<file path="config.mk">
export PLATFORM = sky130hd
export DESIGN_NAME = soc_bus_arbiter
export DESIGN_NICKNAME = d
export VERILOG_FILES = /design/src/rtl/soc_arb_pkg.sv /design/src/rtl/soc_rr_picker.sv /design/src/rtl/soc_bus_arbiter.sv
export SDC_FILE = /design/constraint.sdc
export NUM_CORES = 1
export LEC_CHECK = 0
export CAP_MARGIN = 15
export CELL_PAD_IN_SITES_DETAIL_PLACEMENT = 0
export CELL_PAD_IN_SITES_GLOBAL_PLACEMENT = 2
export CORE_MARGIN = 2
export CORE_UTILIZATION = 13
export DETAILED_ROUTE_END_ITERATION = 10
export MAX_ROUTING_LAYER = met4
export PLACE_DENSITY_LB_ADDON = 0.1
export SLEW_MARGIN = 0
export SYNTH_ARGS = -nofsm -noshare
export SYNTH_HDL_FRONTEND = slang
export SYNTH_SLANG_ARGS = --single-unit
</file>
<file path="constraint.sdc">
create_clock -name clk -period 6.1 [get_ports clk]
set_input_delay 1.83 -clock clk [delete_from_list [all_inputs] [get_ports clk]]
set_output_delay 1.83 -clock clk [all_outputs]
set_load 0.05 [all_outputs]
</file>
<file path="src/rtl/soc_arb_pkg.sv">
// rtl/soc_arb_pkg.sv - shared types and constants for the SoC bus arbiter
package soc_arb_pkg;

  localparam int ARB_CNT_W = 16;

  typedef enum logic {
    ARB_IDLE = 1'b0,
    ARB_BUSY = 1'b1
  } arb_state_t;

endpackage

</file>
<file path="src/rtl/soc_rr_picker.sv">
// rtl/soc_rr_picker.sv - combinational round-robin winner search
// The search begins one past last_grant_i and wraps modulo N.
module soc_rr_picker #(
  parameter int N  = 3,
  parameter int IW = 2
) (
  input  logic [N-1:0]  req_i,
  input  logic [IW-1:0] last_grant_i,
  output logic [IW-1:0] winner_o,
  output logic          any_req_o
);

  logic [IW:0] cand;
  logic        found;

  always_comb begin
    winner_o = last_grant_i;
    found    = 1'b0;
    cand     = '0;
    for (int k = 1; k <= N; k++) begin
      // One extra bit keeps last_grant + k from overflowing before the wrap.
      cand = {1'b0, last_grant_i} + (IW + 1)'(k);
      if (cand >= (IW + 1)'(N)) begin
        cand = cand - (IW + 1)'(N);
      end
      if (!found && req_i[cand[IW-1:0]]) begin
        winner_o = cand[IW-1:0];
        found    = 1'b1;
      end
    end
    any_req_o = |req_i;
  end

endmodule

</file>
<file path="src/rtl/soc_bus_arbiter.sv">
// rtl/soc_bus_arbiter.sv - round-robin arbiter sharing one slave port among masters
// Owner's request is forwarded combinationally while BUSY; completion strobes are same-cycle.
module soc_bus_arbiter
  import soc_arb_pkg::*;
#(
  parameter int MASTER_COUNT   = 3,
  parameter int TIMEOUT_CYCLES = 255
) (
  input  logic                      clk,
  input  logic                      res,
  input  logic [MASTER_COUNT-1:0]   m_req,
  input  logic [32*MASTER_COUNT-1:0] m_addr,
  input  logic [MASTER_COUNT-1:0]   m_wr,
  input  logic [32*MASTER_COUNT-1:0] m_wdata,
  input  logic [4*MASTER_COUNT-1:0] m_wmask,
  output logic [31:0]               m_rdata,
  output logic [MASTER_COUNT-1:0]   m_ready,
  output logic [MASTER_COUNT-1:0]   m_err,
  output logic                      s_req,
  output logic [31:0]               s_addr,
  output logic                      s_wr,
  output logic [31:0]               s_wdata,
  output logic [3:0]                s_wmask,
  input  logic [31:0]               s_rdata,
  input  logic                      s_ready,
  output logic [2:0]                grant_id,
  output logic                      busy
);

  localparam int IW = $clog2(MASTER_COUNT);
  localparam logic [ARB_CNT_W-1:0] TIMEOUT_VAL = ARB_CNT_W'(TIMEOUT_CYCLES);

  arb_state_t           state_q, state_d;
  logic [IW-1:0]        owner_q, owner_d;
  logic [IW-1:0]        last_grant_q, last_grant_d;
  logic [ARB_CNT_W-1:0] wait_q, wait_d;

  logic [IW-1:0]           winner;
  logic                    any_req;
  logic [31:0]             own_addr, own_wdata;
  logic [3:0]              own_wmask;
  logic                    own_wr;
  logic [MASTER_COUNT-1:0] owner_oh;
  logic                    is_busy, done, timed_out;

  soc_rr_picker #(
    .N  (MASTER_COUNT),
    .IW (IW)
  ) u_picker (
    .req_i        (m_req),
    .last_grant_i (last_grant_q),
    .winner_o     (winner),
    .any_req_o    (any_req)
  );

  always_comb begin
    own_addr  = '0;
    own_wdata = '0;
    own_wmask = '0;
    own_wr    = 1'b0;
    owner_oh  = '0;
    for (int i = 0; i < MASTER_COUNT; i++) begin
      if (owner_q == IW'(i)) begin
        own_addr    = m_addr[32*i +: 32];
        own_wdata   = m_wdata[32*i +: 32];
        own_wmask   = m_wmask[4*i +: 4];
        own_wr      = m_wr[i];
        owner_oh[i] = 1'b1;
      end
    end
  end

  assign is_busy   = (state_q == ARB_BUSY);
  assign done      = is_busy && s_ready;
  // A ready slave in the timeout cycle wins over the error.
  assign timed_out = is_busy && !s_ready && (wait_q == TIMEOUT_VAL);

  always_comb begin
    s_req    = is_busy;
    s_addr   = is_busy ? own_addr  : 32'h0;
    s_wr     = is_busy ? own_wr    : 1'b0;
    s_wdata  = is_busy ? own_wdata : 32'h0;
    s_wmask  = is_busy ? own_wmask : 4'h0;
    m_ready  = (done || timed_out) ? owner_oh : '0;
    m_err    = timed_out ? owner_oh : '0;
    m_rdata  = done ? s_rdata : 32'h0;
    grant_id = 3'(owner_q);
    busy     = is_busy;
  end

  always_comb begin
    state_d      = state_q;
    owner_d      = owner_q;
    last_grant_d = last_grant_q;
    wait_d       = wait_q;
    case (state_q)
      ARB_IDLE: begin
        if (any_req) begin
          state_d = ARB_BUSY;
          owner_d = winner;
          wait_d  = '0;
        end
      end
      ARB_BUSY: begin
        if (done || timed_out) begin
          state_d      = ARB_IDLE;
          last_grant_d = owner_q;
        end else begin
          wait_d = wait_q + ARB_CNT_W'(1);
        end
      end
      default: state_d = ARB_IDLE;
    endcase
  end

  always_ff @(posedge clk or posedge res) begin
    if (res) begin
      state_q      <= ARB_IDLE;
      owner_q      <= '0;
      last_grant_q <= IW'(MASTER_COUNT - 1);
      wait_q       <= '0;
    end else begin
      state_q      <= state_d;
      owner_q      <= owner_d;
      last_grant_q <= last_grant_d;
      wait_q       <= wait_d;
    end
  end

endmodule

</file>
# Word level (Yosys, flattened, before mapping)
# Cells that the tools add are included.
# totals
wordCells,79
out_inout_bits,112
ff_bits,21
input_bits,245
# classes
n_addsub,7
n_mux,42
magnitude_cmp,6
n_eq_ne,5
n_reduce_logical,14
bitwise_logic,1
# op_table
op,count
$mux 32,9
$mux 16,2
$pmux 16 s2,1
$add 16x1->16 const B,1
$eq 16x8->1 const B,1
$mux 4,4
$mux 1,14
$mux 2,6
$ge 3x2->1 const B,3
$lt 2x3->1 const B,3
$add 2x2->3 const B,2
$bmux 1 s2,3
$mux 3,2
$reduce_and 2->1,3
$sub 2x2->2 const B,3
$logic_and 1x1->1,5
$ne 2x2->1 const B,2
$add 2x1->3 const B,1
$logic_not 1->1,3
$reduce_or 3->1,1
$eq 2x1->1 const B,1
$eq 2x2->1 const B,1
$logic_not 2->1,1
$pmux 1 s2,1
other kinds (2),2

# Logic depth before layout (Yosys ltp)
# logic_depth
word_depth,12
depth_mapped,7
ltp_nobuf,6

# Cells and area by module
# From an unflattened synthesis, not the netlist that was laid out.
# hier_totals
hier_cells,507
area_unflattened_um2,3656.0
# by_module_without_submodules
mod,area_each_um2,n_inst,cells_each,seq_area_each_um2
soc_bus_arbiter,3412.0,1,474,526.8
soc_rr_picker,244.0,1,33,0.0

# Worst setup path before layout
# OpenSTA, ideal clock, no wires.
# synth_path
path_kind,in2out
startpoint,in s_ready
endpoint,out m_err[0]
t_required_ns,4.270
n_path_buf,0
t_arrival_ns,3.288
stages,3
setup_slack_ns,0.982
cell_sequence,nand2b_1 nand2b_1 nor3_1
# synth_via
elab_chain_cells,4
# synth_lines
item,line,text
"start, declared",soc_bus_arbiter.sv:25,"input logic s_ready,"
$logic_not 1->1,soc_bus_arbiter.sv:76,assign timed_out = is_busy && !s_ready && (wait_q == TIMEOUT_VAL);
$logic_and 1x1->1 (2 in a row),soc_bus_arbiter.sv:76,
$mux 3,soc_bus_arbiter.sv:85,m_err = timed_out ? owner_oh : '0;
"end, declared",soc_bus_arbiter.sv:18,"output logic [MASTER_COUNT-1:0] m_err,"
# No other way between the ends.

# Final worst setup path
# layout_path
startpoint,in m_addr[65]
endpoint,out s_addr[1]
# layout_via
elab_chain_cells,2
# layout_lines
item,line,text
"start, declared",soc_bus_arbiter.sv:12,"input logic [32*MASTER_COUNT-1:0] m_addr,"
$mux 32,soc_bus_arbiter.sv:63,if (owner_q == IW'(i)) begin
$mux 32,soc_bus_arbiter.sv:80,s_addr = is_busy ? own_addr : 32'h0;
"end, declared",soc_bus_arbiter.sv:20,"output logic [31:0] s_addr,"
# No other way between the ends.

==> results.sh <==
export IMPL_first_pass_iters=6
export IMPL_fin_hold_ws_ps=517
export IMPL_reg2reg_setup_slack_ps=3660
export IMPL_cts_tree="done"
export IMPL_status="completed"
export IMPL_end_kind="primary output"
export IMPL_rows=57
export IMPL_yosysUniqueCellTypes=46
export IMPL_slew_headroom=0.375
export IMPL_worst_clock_skew_ps=3.22
export IMPL_grt_util_met3=0.0278
export IMPL_vias_per_cell=4.21
export IMPL_synth_mux_area_frac=0.236
export IMPL_worst_path_max_fanout=1
export IMPL_grt_pass1_wl_um=29100
export IMPL_htreeDepth=1
export IMPL_cp_arrival_ps=3640
export IMPL_fin_tns_setup_ps=0
export IMPL_synth_compound_area_frac=0.184
export IMPL_cts_sinks=21
export IMPL_ant_nets=0
export IMPL_synth_edf_count=0
export IMPL_cts_setup_buffers=0
export IMPL_clock_latency_ps=250
export IMPL_rsz0062_at_grt="false"
export IMPL_final_common_cell="clkdlybuf4s50_1"
export IMPL_worst_pin_slew_ps=937
export IMPL_die_h_um=162
export IMPL_synthArstFlopShare=1.00
export IMPL_synth_adder_area_share=0.0154
export IMPL_drc_errors=0
export IMPL_hold_class="flip-flop to flip-flop"
export IMPL_synth_simple_gate_area_frac=0.328
export IMPL_crit_path_start_kind="primary input"
export IMPL_cp_required_ps=4270
export IMPL_track_usage=0.148
export IMPL_cts_buffers=3
export IMPL_cts_hold_buffers=0
export IMPL_min_period_ps=5470
export IMPL_cp_startpoint="m_addr[65]"
export IMPL_rr_endpoint="last_grant_q[0]"
export IMPL_route_detailed_wl_per_inst_um=17.8
export IMPL_grt_max_degree=77
export IMPL_die_x_um=162
export IMPL_max_cap_violations=0
export IMPL_dp_hpwl_um=16100
export IMPL_grt_pass1_vias=4745
export IMPL_drv_slew=0
export IMPL_root_buffer="clkbuf_16"
export IMPL_reg2regPathDepth=5
export IMPL_wl_um=20200
export IMPL_p_sw_frac=0.606
export IMPL_p_per_area_mw_per_mm2=412
export IMPL_drive_gt1_frac=0.0381
export IMPL_overflow=0
export IMPL_most_common_layout_cells="clkdlybuf4s50_1, nor2_1, a21oi_1, mux2i_1, and3_1"
export IMPL_grt_util_met1=0.176
export IMPL_cts_resized=0
export IMPL_setup_violations=0
export IMPL_syn_nets=741
export IMPL_avgSynthCellArea_um2=6.61
export IMPL_intPower_w=0.00117
export IMPL_whs_path_depth=1
export IMPL_ys_ff_latch=21
export IMPL_syn_inst=492
export IMPL_timing_rr_start="wait_q[8]"
export IMPL_grt_most_used_layer="met2"
export IMPL_ir_drop_v=0.000170
export IMPL_ctsLongestPathBuffers=2
export IMPL_crit_type="primary input to primary output"
export IMPL_path_clk_slew_ps=60
export IMPL_synth_warnings=0
export IMPL_synth_area_mm2=0.00325
export IMPL_gp_congestion=0.828
export IMPL_drt_iter0_markers=212
export IMPL_hold_viol_final=0
export IMPL_synth_top_family_by_area="simple AND/OR/NAND/NOR gates"
export IMPL_power_leakage_nw=2.91
export IMPL_io_pins=357
export IMPL_hold_path_startpoint="wait_q[14]"
export IMPL_yosysSeqAreaShare=0.162
export IMPL_nets=1063
export IMPL_portBuffers=355
export IMPL_grtUsageMet2=0.266
export IMPL_p_comb_frac=0.874
export IMPL_seqPwrFrac=0.080
export IMPL_min_to="wait_q[14]"
export IMPL_p_clk_frac=0.047
export IMPL_die_area_mm2=0.0263
export IMPL_initial_core_util=0.133
export IMPL_fmax_mhz=183
export IMPL_vias=4793
export IMPL_synth_xor_area_share=0
export IMPL_power_switching_w=0.00179
export IMPL_post_route_period_util=0.896
export IMPL_antenna_found_initial=1
export IMPL_synthFlopType="dfrtp_1"
export IMPL_core_mm2=0.0245
export IMPL_syn2layout_area_growth_pct=121
critical path: stages:
cell and delay (ps):
clkdlybuf4s50_1 470, mux2i_1 130, nor2_1 180, a21oi_1 60, nor2_1 140, clkdlybuf4s50_1 820
stage by stage:
step                cell area (um^2)  setup slack [ps]  utilization  power, W  std cells
floorplan                       3250               982            -   0.00202        492
global placement                7110               591        0.291   0.00286       1133
detailed placement              7110               613        0.291   0.00285       1133
CTS                             7190               613        0.294   0.00300       1137
global route                    7190               569        0.294   0.00315       1138
finish                          7190               634        0.294   0.00296       1138
area by class of cell:
cell class,instances,area (um^2)
antenna,1,2.50
clock buffer,3,75.1
clock inverter,1,5.00
fill,2628,17300
inverter,10,37.5
multi-input combinational,414,2490
sequential,21,532
tap,324,405
timing repair buffer,364,3640
registers in the layout, summed over array words and instances (netlist names):
register and flops:
wait_q 16, last_grant_q 2, owner_q 2, busy 1
synth_stat cells (6+ instances only):
library cell | count | area [um^2]
nor2_1 | 145 | 544
nand2b_1 | 6 | 37.5
nand3_1 | 6 | 30.0
inv_1 | 9 | 33.8
a21oi_1 | 79 | 395
dfrtp_1 | 20 | 500
buf_1 | 7 | 26.3
o31ai_1 | 7 | 52.6
buf_2 | 7 | 35.0
or4_1 | 7 | 52.6
and3_1 | 32 | 200
clkbuf_1 | 29 | 109
mux2i_1 | 72 | 721
nand2_1 | 8 | 30.0
how the worst max path moves through the flow:
stage	depth (start not counted)	slack [ps]	endpoint
floorplan	3	980	m_err[0]
global placement	6	590	s_addr[1]
detailed placement	6	610	s_addr[1]
CTS	6	610	s_addr[1]
global route	6	570	s_addr[1]
finish	6	630	s_addr[1]
power groups by stage:
stage	clock (W)	sequential [W]	combinational (W)
final	0.000138	0.000236	0.00259
after global placement	0	0.000239	0.00262
after detailed placement	0	0.000241	0.00261
after global routing	0.000153	0.000245	0.00276
after floorplan	0	0.000219	0.00180
after CTS	0.000142	0.000238	0.00262
cell families after synthesis:
group,count (synthesis)
buffers and inverters,57
AO/OA/AOI/OAI,106
other,1
multiplexers,76
AND/OR/NAND/NOR,227
adder cells (fa/ha/maj),4
flip-flops,21
metal layers:
metal,vias to the layer above,share of wire
met5,-,0
met2,207,0.51
met3,8,0.068
met4,0,0.0076
met1,2203,0.42
li1,2375,-
Note: power is estimated with default switching activity, not from simulation.
